## config.mk

```make
export PLATFORM = sky130hd
export DESIGN_NAME = uart_rx_param
export DESIGN_NICKNAME = d
export VERILOG_FILES = /design/src/rtl/uart_rx_param.sv
export SDC_FILE = /design/constraint.sdc
export NUM_CORES = 1
export LEC_CHECK = 0
export BUFFER_PORTS_ARGS = -buffer_cell sky130_fd_sc_hd__buf_2
export CORE_MARGIN = 2
export CORE_UTILIZATION = 55
export DETAILED_ROUTE_END_ITERATION = 6
export PLACE_DENSITY = 0.85
export SLEW_MARGIN = 20
export SYNTH_ARGS = -nofsm -noshare
export SYNTH_HDL_FRONTEND = slang
export SYNTH_SLANG_ARGS = --single-unit
```

## constraint.sdc

```tcl
create_clock -name brclk -period 2.73 [get_ports brclk]
set_input_delay 0.273 -clock brclk [delete_from_list [all_inputs] [get_ports brclk]]
set_output_delay 0.273 -clock brclk [all_outputs]
set_load 0.005 [all_outputs]
```

## src/rtl/uart_rx_param.sv

```systemverilog
// uart_rx_param: oversampled UART receiver with majority voting, parity/framing/overrun errors and a show-ahead FIFO
module uart_rx_param #(
    parameter int DATA_BITS  = 8,
    parameter int OVERSAMPLE = 16,
    parameter int PARITY_EN  = 0,
    parameter int PARITY_ODD = 0,
    parameter int STOP_BITS  = 1,
    parameter int FIFO_DEPTH = 4
) (
    input  logic                          brclk,
    input  logic                          reset,
    input  logic                          uart_rx,
    input  logic                          rx_ready,
    input  logic                          clr_err,
    output logic                          rx_valid,
    output logic [DATA_BITS-1:0]          rx_data,
    output logic                          rx_frame_err,
    output logic                          rx_parity_err,
    output logic                          rx_overrun,
    output logic                          rx_busy,
    output logic [$clog2(FIFO_DEPTH):0]   fifo_count
);
    localparam int CW = $clog2(OVERSAMPLE);
    localparam int AW = $clog2(FIFO_DEPTH);
    localparam int NW = AW + 1;
    localparam int EW = DATA_BITS + 2;
    localparam int M  = OVERSAMPLE / 2;

    typedef enum logic [2:0] {IDLE, START, DATA, PARITY, STOP, WAIT_HIGH} state_t;

    state_t                st;
    logic                  sy1, rxs, sa, sb, perr, ferr, push;
    logic [CW-1:0]         cnt;
    logic [3:0]            bn;
    logic [DATA_BITS-1:0]  sh;
    logic [EW-1:0]         ent, head_q, nh;
    logic [EW-1:0]         mem [FIFO_DEPTH];
    logic [AW-1:0]         rp, wp;
    logic                  maj, wrap, dec, full, wr, rd;

    assign maj  = (sa & sb) | (sa & rxs) | (sb & rxs);
    assign wrap = cnt == CW'(OVERSAMPLE - 1);
    assign dec  = cnt == CW'(M + 1);
    assign rx_busy = st != IDLE;

    always_ff @(posedge brclk or negedge reset) begin
        if (!reset) begin
            sy1  <= 1'b1;
            rxs  <= 1'b1;
            st   <= IDLE;
            cnt  <= '0;
            bn   <= '0;
            sa   <= 1'b1;
            sb   <= 1'b1;
            sh   <= '0;
            perr <= 1'b0;
            ferr <= 1'b0;
            push <= 1'b0;
            ent  <= '0;
        end else begin
            sy1  <= uart_rx;
            rxs  <= sy1;
            push <= 1'b0;
            cnt  <= wrap ? '0 : cnt + 1'b1;
            if (cnt == CW'(M - 1)) sa <= rxs;
            if (cnt == CW'(M)) sb <= rxs;
            case (st)
                IDLE: begin
                    cnt  <= rxs ? '0 : CW'(1);
                    bn   <= '0;
                    perr <= 1'b0;
                    ferr <= 1'b0;
                    if (!rxs) st <= START;
                end
                START: begin
                    if (dec && maj) begin
                        st  <= IDLE;
                        cnt <= '0;
                    end else if (wrap) st <= DATA;
                end
                DATA: begin
                    if (dec) sh <= {maj, sh[DATA_BITS-1:1]};
                    if (wrap) begin
                        bn <= bn + 1'b1;
                        if (bn == 4'(DATA_BITS - 1)) begin
                            bn <= '0;
                            st <= PARITY_EN != 0 ? PARITY : STOP;
                        end
                    end
                end
                PARITY: begin
                    if (dec) perr <= maj != (^sh ^ (PARITY_ODD != 0));
                    if (wrap) st <= STOP;
                end
                STOP: begin
                    if (dec) begin
                        ferr <= ferr | ~maj;
                        if (bn == 4'(STOP_BITS - 1)) begin
                            push <= 1'b1;
                            ent  <= {ferr | ~maj, perr, sh};
                            st   <= maj ? IDLE : WAIT_HIGH;
                            cnt  <= '0;
                            bn   <= '0;
                        end
                    end else if (wrap) bn <= bn + 1'b1;
                end
                WAIT_HIGH: begin
                    cnt <= '0;
                    if (rxs) st <= IDLE;
                end
                default: st <= IDLE;
            endcase
        end
    end

    assign rx_valid = fifo_count != '0;
    assign full     = fifo_count == NW'(FIFO_DEPTH);
    assign rd       = rx_valid && rx_ready;
    assign wr       = push && (!full || rd);
    assign nh       = (fifo_count == NW'(rd)) ? ent : mem[rd ? rp + 1'b1 : rp];
    assign {rx_frame_err, rx_parity_err, rx_data} = head_q;

    always_ff @(posedge brclk) if (wr) mem[wp] <= ent;

    // head_q mirrors the next head entry so outputs hold their last value when empty
    always_ff @(posedge brclk or negedge reset) begin
        if (!reset) begin
            rp         <= '0;
            wp         <= '0;
            fifo_count <= '0;
            rx_overrun <= 1'b0;
            head_q     <= '0;
        end else begin
            if (wr) wp <= wp + 1'b1;
            if (rd) rp <= rp + 1'b1;
            fifo_count <= fifo_count + NW'(wr) - NW'(rd);
            rx_overrun <= (push && full && !rd) ? 1'b1 : (clr_err ? 1'b0 : rx_overrun);
            if (wr || (rd && fifo_count > NW'(1))) head_q <= nh;
        end
    end
endmodule
```

==> impl_metrics.env, run 1 <==
export IMPL_dp_hpwl_um=5600
export IMPL_hp_class="input port to register"
export IMPL_start_util=0.557
export IMPL_fin_ws_ns=0.395
export IMPL_cp_data_arrival_time_ns=2.59
export IMPL_first_iter_violations=221
export IMPL_setup_viol=0
export IMPL_cpPeakStageDelay_ns=0.47
export IMPL_drc=0
export IMPL_clock_sinks=94
export IMPL_setup_tns_ns=0
export IMPL_firstDrtPassIters=5
export IMPL_yosysMostFrequentCell="dfrtp_1"
export IMPL_cts_setup_buffers=0
export IMPL_synthArstFlopShare=0.574
export IMPL_antenna_found_initial=0
export IMPL_io_pins=21
export IMPL_grt_max_degree=44
export IMPL_fmax_mhz=428
export IMPL_syn_to_final_growth_pct=8.89
export IMPL_slowest_stage="dfrtp_1"
export IMPL_synth_area_top_cells="dfrtp_1, edfxtp_1, mux2_2"
export IMPL_cp_cell_sequence="or3b_1 -> nor2_1 -> nor2b_1 -> inv_1 -> ha_1 -> inv_1 -> ha_1 -> fa_1 -> xnor2_1"
export IMPL_yosysWarnings=0
export IMPL_portBuffers=20
export IMPL_hold_violations=0
export IMPL_synth_area_leader_cell="dfrtp_1"
export IMPL_die_area_mm2=0.00893
export IMPL_die_y_um=94.5
export IMPL_worstPathRequired_ns=2.98
export IMPL_run_status="finished, final reports clean"
export IMPL_hold_ws_ns=0.107
export IMPL_slew_viol_final=0
export IMPL_topRoutingLayerUsed="met4"
export IMPL_synth_seq_area_share=0.568
export IMPL_cts_max_level=3
export IMPL_syn_inst=393
export IMPL_rrSetupSlack_ns=0.39
export IMPL_startpoint_type="register"
export IMPL_vdd_drop_max_mv=0.420
export IMPL_synth_area_per_cell_um2=11.5
export IMPL_cts_tree="done"
export IMPL_cp_top_family="adder cells"
export IMPL_wl_met3_um=446
export IMPL_rsz0062_at_grt="false"
export IMPL_synth_cell_types=57
export IMPL_dr_total_vias=3025
export IMPL_timing_final_crit_share=0.855
export IMPL_final_setup_skew_ns=0.0134
export IMPL_insertion_delay_ns=0.36
export IMPL_wl_met1_um=3430
export IMPL_worstMarginPinSlew_ns=0.746
export IMPL_slew_headroom=0.503
export IMPL_grt_overflow=0
export IMPL_via_per_inst=5.81
export IMPL_crit_type="register to register"
export IMPL_synth_ff_type="dfrtp_1"
export IMPL_finalPower_mw=4.13
export IMPL_clk_path_buf_depth=2
export IMPL_dp_slack_ns=0.408
export IMPL_fin_util=0.606
export IMPL_synth_common_cells="dfrtp_1, nor2_1, edfxtp_1"
export IMPL_crit_path_end_kind="register"
export IMPL_core_area_mm2=0.00809
export IMPL_min_period_ns=2.34
export IMPL_drive_above_1_share=0.173
export IMPL_p_leak_nw=2.11
export IMPL_diodes=0
export IMPL_grt_pass1_vias=2926
export IMPL_grt_pass1_wl_um=13400
export IMPL_rows=33
export IMPL_syn_cell_area_mm2=0.00451
export IMPL_cap_viol_max_count=0
export IMPL_clockRootBuffer="clkbuf_8"
export IMPL_synth_nets=411
export IMPL_ys_seq_elements=94
export IMPL_nNetsFinal=429
export IMPL_clk_pin_slew_worst_paths_ns=0.08
export IMPL_wl_met2_um=4060
export IMPL_powerDensity_mw_per_mm2=841
export IMPL_crit_buf_inv=2
export IMPL_crit_fanout=8
export IMPL_grt_use_total=0.193
export IMPL_routedWlPerCell_um=15.4
export IMPL_detail_route_antenna_nets=0
export IMPL_place_gp_congestion=0.781
export IMPL_cts_buffers=9
export IMPL_synth_edff_count=40
export IMPL_die_w_um=94.5
export IMPL_synth_top_area_share=0.278
export IMPL_routed_wl_um=8030
kinds of logic (layout without fill, tap and decap cells):
logic type | after synthesis | after routing | share of synthesized area
AOI/OAI and AO/OA | 83 | 83 | 0.126
xor gates and xnor gates | 13 | 13 | 0.0300
adders and majority gates | 14 | 14 | 0.0403
buffers and inverters | 40 | 63 | 0.0367
DFF | 94 | 94 | 0.568
muxes | 30 | 30 | 0.0722
and+or+nand+nor | 119 | 119 | 0.127
registers in the layout (all words and copies together), names as in the netlist, 3 cells and up:
signal      cells
mem            40
ent            10
head_q         10
sh              8
bn              4
cnt             4
fifo_count      3
st              3
layout by cell type (no fill, tap or decap), types with 2 or more instances in the layout:
master,n
dfstp_2,4
xnor2_1,10
a31oi_1,11
o21ai_1,6
mux2_2,20
nand3b_1,2
clkbuf_8,10
o21ai_0,18
buf_2,20
nor2_1,43
nand2b_1,5
buf_4,6
clkinv_1,2
or3_1,3
clkbuf_1,2
and2_1,5
dfrtp_1,50
a21oi_1,7
nor3_1,25
a21o_1,2
inv_1,17
a22o_1,3
and3b_1,2
a211oi_2,2
edfxtp_1,40
nor2b_1,3
dlygate4sd3_1,2
and3_1,2
ha_1,12
mux2i_1,10
nand2_1,19
nand3_1,5
a211oi_1,19
what timing repair did:
| item | CTS | global route |
|---|---|---|
| gates resized for setup | 0 | 0 |
| hold endpoints to repair | 9 | 1 |
| hold buffers | 1 | 1 |
power breakdown:
group	internal (mW)	switching (mW)	total, mW
Clock	0.447	0.463	0.910
Sequential	1.64	0.171	1.81
Combinational	0.590	0.812	1.40
Total	2.68	1.45	4.13
metal layers:
layer  vias to the layer above  global-route usage
met1                      1459               0.240
met4                         0              0.0688
met2                       109               0.333
met3                         9              0.0415
met5                         -                   0
li1                       1448                   -
worst paths after layout:
path / cells after the start / end / start
setup / recovery: 9 / fifo_count[2]$_DFF_PN0_ / fifo_count[2]$_DFF_PN0_
min in group asynchronous: 2 / rp[0]$_DFF_PN0_ / reset
hold reg to reg: 0 / rxs$_DFF_PN1_ / sy1$_DFF_PN1_
hold / removal: 2 / rx_overrun$_DFFE_PN0P_ / clr_err
max in group asynchronous: 3 / sh[3]$_DFFE_PN0P_ / reset
setup reg to reg: 9 / fifo_count[2]$_DFF_PN0_ / fifo_count[2]$_DFF_PN0_
area by class of cell:
class	count	area (µm²)
Timing Repair Buffer	28	165
Tap cell	105	131
Fill cell	649	3190
Clock inverter	4	47.5
Sequential cell	94	2560
Multi-Input combinational cell	259	1790
Inverter	19	71.3
Clock buffer	12	145
per-stage QoR:
| stage | std cells | area, µm² |
|---|---|---|
| floorplan | 393 | 4510 |
| global placement | 503 | 4690 |
| detailed placement | 503 | 4690 |
| CTS | 520 | 4900 |
| global route | 521 | 4910 |
| finish | 521 | 4910 |
(Power assumes the default switching activity.)
==> run 2: changes to the inputs <==
Clock period 2.73 ns to 2.78 ns, I/O delays scaled along.
==> run 2 against run 1 <==
Combinational power is 3% lower. Power shrank 1.0%. Highest routed layer unchanged. First-iteration DRC count is 29% lower. Global-route usage fell by 0.20 points. Wire length decreased by 0.51%. Register-to-register slack better by 0.03 ns. Non-clock buffer count stayed put. Critical path depth is the same. Clock skew about the same.
==> impl_metrics.env, run 2 (synthesized netlist as in run 1, its figures left out) <==
export IMPL_run_status="finished, final reports clean"
export IMPL_cts_tree="done"
export IMPL_place_inst=503
export IMPL_dp_hpwl_um=5500
export IMPL_final_setup_skew_ns=0.0133
export IMPL_crit_type="register to register"
export IMPL_cp_data_arrival_time_ns=2.61
export IMPL_multi_input_area_mm2=0.00179
export IMPL_hold_violations=0
export IMPL_via_per_inst=5.71
export IMPL_layout_commonest_cell="dfrtp_1"
export IMPL_min_period_ns=2.36
export IMPL_cts_buffers=9
export IMPL_finalPower_mw=4.08
export IMPL_drc=0
export IMPL_cp_cell_sequence="or3b_1 -> nor2_1 -> nor2b_1 -> inv_1 -> ha_1 -> inv_1 -> ha_1 -> fa_1 -> xnor2_1"
export IMPL_slowest_stage="dfrtp_1"
export IMPL_insertion_delay_ns=0.36
export IMPL_final_cell_mix="dfrtp_1, nor2_1, edfxtp_1, nor3_1"
export IMPL_routedWlPerCell_um=15.3
export IMPL_rows=33
export IMPL_cts_setup_buffers=0
export IMPL_nNetsFinal=429
export IMPL_seqCellArea_mm2=0.00256
export IMPL_grt_overflow=0
export IMPL_setup_tns_ns=0
export IMPL_hp_class="input port to register"
export IMPL_powerDensity_mw_per_mm2=830
export IMPL_syn_to_final_growth_pct=9.19
export IMPL_die_y_um=94.5
export IMPL_timing_final_crit_share=0.849
export IMPL_clk_pin_slew_worst_paths_ns=0.09
export IMPL_startpoint_type="register"
export IMPL_detail_route_antenna_nets=0
export IMPL_p_leak_nw=2.12
export IMPL_clk_path_buf_depth=2
export IMPL_vdd_drop_max_mv=0.384
export IMPL_slew_headroom=0.504
export IMPL_first_iter_violations=157
export IMPL_cpPeakStageDelay_ns=0.47
export IMPL_largest_reg_flops=40
export IMPL_start_util=0.557
export IMPL_final_area_mm2=0.00492
export IMPL_grt_max_degree=44
export IMPL_largest_register="mem"
export IMPL_slew_viol_final=0
export IMPL_grt_pass1_vias=2846
export IMPL_die_area_mm2=0.00893
export IMPL_top_regs="mem (40), ent (10), head_q (10)"
export IMPL_portBuffers=20
export IMPL_die_w_um=94.5
export IMPL_place_area_mm2=0.00469
export IMPL_clockRootBuffer="clkbuf_8"
export IMPL_grt_pass1_wl_um=13200
export IMPL_final_cells=521
export IMPL_fillers=649
export IMPL_grt_use_total=0.191
export IMPL_worstPathRequired_ns=3.03
export IMPL_rsz0062_at_grt="false"
export IMPL_antenna_found_initial=0
export IMPL_worstMarginPinSlew_ns=0.744
export IMPL_cts_max_level=3
export IMPL_crit_path_end_kind="register"
export IMPL_drive_above_1_share=0.180
export IMPL_core_area_mm2=0.00809
export IMPL_crit_fanout=8
export IMPL_io_pins=21
export IMPL_firstDrtPassIters=4
export IMPL_dr_total_vias=2974
export IMPL_clock_sinks=94
export IMPL_diodes=0
export IMPL_cap_viol_max_count=0
export IMPL_place_gp_congestion=0.781
export IMPL_fmax_mhz=424
export IMPL_routed_wl_um=7990
export IMPL_setup_viol=0
==> run 2: worst paths after layout <==
path	start	endpoint	slack (ns)	cells after the start
min in group asynchronous	reset	rp[0]$_DFF_PN0_	0.51	2
setup reg to reg	fifo_count[2]$_DFF_PN0_	fifo_count[2]$_DFF_PN0_	0.42	9
hold reg to reg	sy1$_DFF_PN1_	rxs$_DFF_PN1_	0.36	0
max in group asynchronous	reset	sh[3]$_DFFE_PN0P_	1.59	3
setup / recovery	fifo_count[2]$_DFF_PN0_	fifo_count[2]$_DFF_PN0_	0.42	9
hold / removal	clr_err	rx_overrun$_DFFE_PN0P_	0.10	2
==> run 2: area by class of cell <==
class,instances,share of cell area
flip-flops and latches,94,0.520
multi-input cells,259,0.363
repair buffers,28,0.0336
clock buffers,10,0.0280
well taps,105,0.0267
inverters,19,0.0145
clock inverters,6,0.0140
==> run 2: stage by stage <==
step | utilization | setup WS, ns | hold WS, ns
finish | 0.608 | 0.420 | 0.105
floorplan | - | 0.622 | -0.0176
global route | 0.608 | 0.303 | 0.116
global placement | 0.580 | 0.573 | 0.345
CTS | 0.608 | 0.427 | 0.0882
detailed placement | 0.580 | 0.473 | 0.347
==> run 2: metal layers <==
layer  track usage  wire [µm]  vias up
met2         0.330       4080       68
met3        0.0375        303        9
met4        0.0688         94        0
met1         0.239       3510     1444
met5             0          0        -
li1              -          -     1453
==> run 2: repair_timing <==
item,CTS,global route
endpoints found under the setup margin,0,0
hold buffers,2,0
endpoints found under the hold margin,27,0
resized for setup,0,0
==> run 2: worst max-delay path, delay by kind of cell, from the launching register on <==
family | cells | cell delay, ns
xor gates and xnor gates | 1 | 0.13
adders and majority gates | 3 | 0.85
buffers and inverters | 2 | 0.15
DFF | 1 | 0.47
and+or+nand+nor | 3 | 0.64
==> run 2: report_power, final <==
part | internal, mW | switching (mW) | total (mW) | leakage [nW]
registers | 1.61 | 0.173 | 1.79 | 1.14
logic | 0.579 | 0.782 | 1.36 | 0.870
clock network | 0.445 | 0.490 | 0.935 | 0.103
==> run 3: changes to the inputs <==
Settings changed: PLACE_DENSITY 0.85 to 0.87.
Clock period 2.78 ns to 2.16 ns, I/O delays scaled along.
==> run 3 against run 2 <==
Register-to-register slack lost 0.31 ns. Critical endpoint is now fifo_count[1]$_DFF_PN0_. Critical path depth shrank 1. Wire length grew 2.4%. Combinational power grew 43%. Clock-buffer cell count shrank 1. Final cell count grew 1.7%. Global-route usage grew 0.82 points. Die area is the same. Worst hold slack lost 0.070 ns. Sequential share of layout area shrank 1.1 points. Sequential cell count is the same. First-iteration DRC count grew 3.8%.
==> impl_metrics.env, run 3 (synthesized netlist as in run 1, its figures left out) <==
export IMPL_run_status="finished, final reports clean"
export IMPL_dp_hpwl_um=5870
export IMPL_clock_sinks=94
export IMPL_crit_path_end_kind="register"
export IMPL_final_setup_skew_ns=0.0106
export IMPL_finalPower_mw=5.53
export IMPL_core_area_mm2=0.00809
export IMPL_worstMarginPinSlew_ns=0.695
export IMPL_cts_max_level=3
export IMPL_clk_path_buf_depth=2
export IMPL_clockRootBuffer="clkbuf_8"
export IMPL_drive_above_1_share=0.202
export IMPL_firstDrtPassIters=5
export IMPL_place_inst=511
export IMPL_cts_buffers=9
export IMPL_top_regs="mem (40), ent (10), head_q (10)"
export IMPL_first_iter_violations=163
export IMPL_nNetsFinal=438
export IMPL_routedWlPerCell_um=15.4
export IMPL_p_leak_nw=2.17
export IMPL_crit_type="register to register"
export IMPL_drc=0
export IMPL_fmax_mhz=488
export IMPL_slew_viol_final=0
export IMPL_startpoint_type="register"
export IMPL_start_util=0.557
export IMPL_antenna_found_initial=0
export IMPL_routed_wl_um=8180
export IMPL_io_pins=21
export IMPL_final_cell_mix="dfrtp_1, nor2_1, edfxtp_1, nor3_1"
export IMPL_vdd_drop_max_mv=0.529
export IMPL_hp_class="input port to register"
export IMPL_cts_tree="done"
export IMPL_min_period_ns=2.05
export IMPL_rows=33
export IMPL_hold_violations=0
export IMPL_via_per_inst=5.69
export IMPL_grt_max_degree=46
export IMPL_largest_reg_flops=40
export IMPL_worstPathRequired_ns=2.41
export IMPL_crit_fanout=4
export IMPL_die_area_mm2=0.00893
export IMPL_diodes=0
export IMPL_grt_overflow=0
export IMPL_clk_pin_slew_worst_paths_ns=0.10
export IMPL_slew_headroom=0.537
export IMPL_final_cells=530
export IMPL_grt_pass1_vias=2922
export IMPL_portBuffers=20
export IMPL_detail_route_antenna_nets=0
export IMPL_insertion_delay_ns=0.36
export IMPL_die_y_um=94.5
export IMPL_setup_tns_ns=0
export IMPL_fillers=611
export IMPL_layout_commonest_cell="dfrtp_1"
export IMPL_place_gp_congestion=0.774
export IMPL_timing_final_crit_share=0.949
export IMPL_grt_use_total=0.199
export IMPL_syn_to_final_growth_pct=11.6
export IMPL_setup_viol=0
export IMPL_cp_data_arrival_time_ns=2.30
export IMPL_grt_pass1_wl_um=13700
export IMPL_largest_register="mem"
export IMPL_powerDensity_mw_per_mm2=1100
export IMPL_die_w_um=94.5
export IMPL_dr_total_vias=3015
export IMPL_cap_viol_max_count=0
==> run 3: worst paths after layout <==
path	from	to	slack (ns)	cells past startpoint
worst max-delay path	fifo_count[0]$_DFF_PN0_	fifo_count[1]$_DFF_PN0_	0.11	8
worst min-delay path	clr_err	rx_overrun$_DFFE_PN0P_	0.03	2
worst max register to register	fifo_count[0]$_DFF_PN0_	fifo_count[1]$_DFF_PN0_	0.11	8
worst min register to register	sy1$_DFF_PN1_	rxs$_DFF_PN1_	0.36	0
max in group asynchronous	reset	rxs$_DFF_PN1_	1.02	3
min in group asynchronous	reset	rp[0]$_DFF_PN0_	0.42	2
==> run 3: layout make-up <==
cell class,count,area [µm²],share of cell area
clock inverter,7,106,0.0211
multi-input combinational,259,1790,0.357
inverter,19,71.3,0.0142
clock buffer,9,124,0.0246
sequential,94,2560,0.509
timing repair buffer,37,245,0.0488
tap,105,131,0.0261
==> run 3: metrics by stage <==
step,worst slack (ns),hold WS [ns],cell area [µm²],util
2_1_floorplan,0.00165,-0.0796,4510,-
3_3_place_gp,0.187,0.279,4770,0.589
3_5_place_dp,0.106,0.297,4770,0.589
4_1_cts,0.0869,0.0232,5020,0.620
5_1_grt,-0.00342,0.0336,5030,0.621
6_report,0.111,0.0342,5030,0.621
==> run 3: worst max-delay path: stages, from the launching register on <==
cell and delay (ns):
dfrtp_1 0.43, or3b_4 0.42, nor2_2 0.12, nor2b_1 0.07, inv_1 0.06, ha_1 0.22
inv_1 0.06, ha_1 0.15, fa_1 0.41
==> run 3: repair_timing <==
item,CTS,global route
gates resized for setup,0,2
hold buffers,2,0
endpoints found under the setup margin,0,2
setup buffers,0,1
hold endpoints to repair,30,0
==> run 3: metal layers <==
metal,vias to the layer above,GRT usage,part of all wire
met2,80,0.351,0.51
met3,12,0.0463,0.036
met5,-,0,0
met4,0,0.0580,0.016
met1,1448,0.245,0.44
li1,1475,-,-
==> run 3: power by group <==
group / switching (mW) / total, mW / leakage [nW] / internal (mW)
Sequential: 0.181 / 2.26 / 1.14 / 2.08
Clock: 0.658 / 1.33 / 0.109 / 0.670
Combinational: 1.09 / 1.94 / 0.919 / 0.848
Total: 1.93 / 5.53 / 2.17 / 3.59
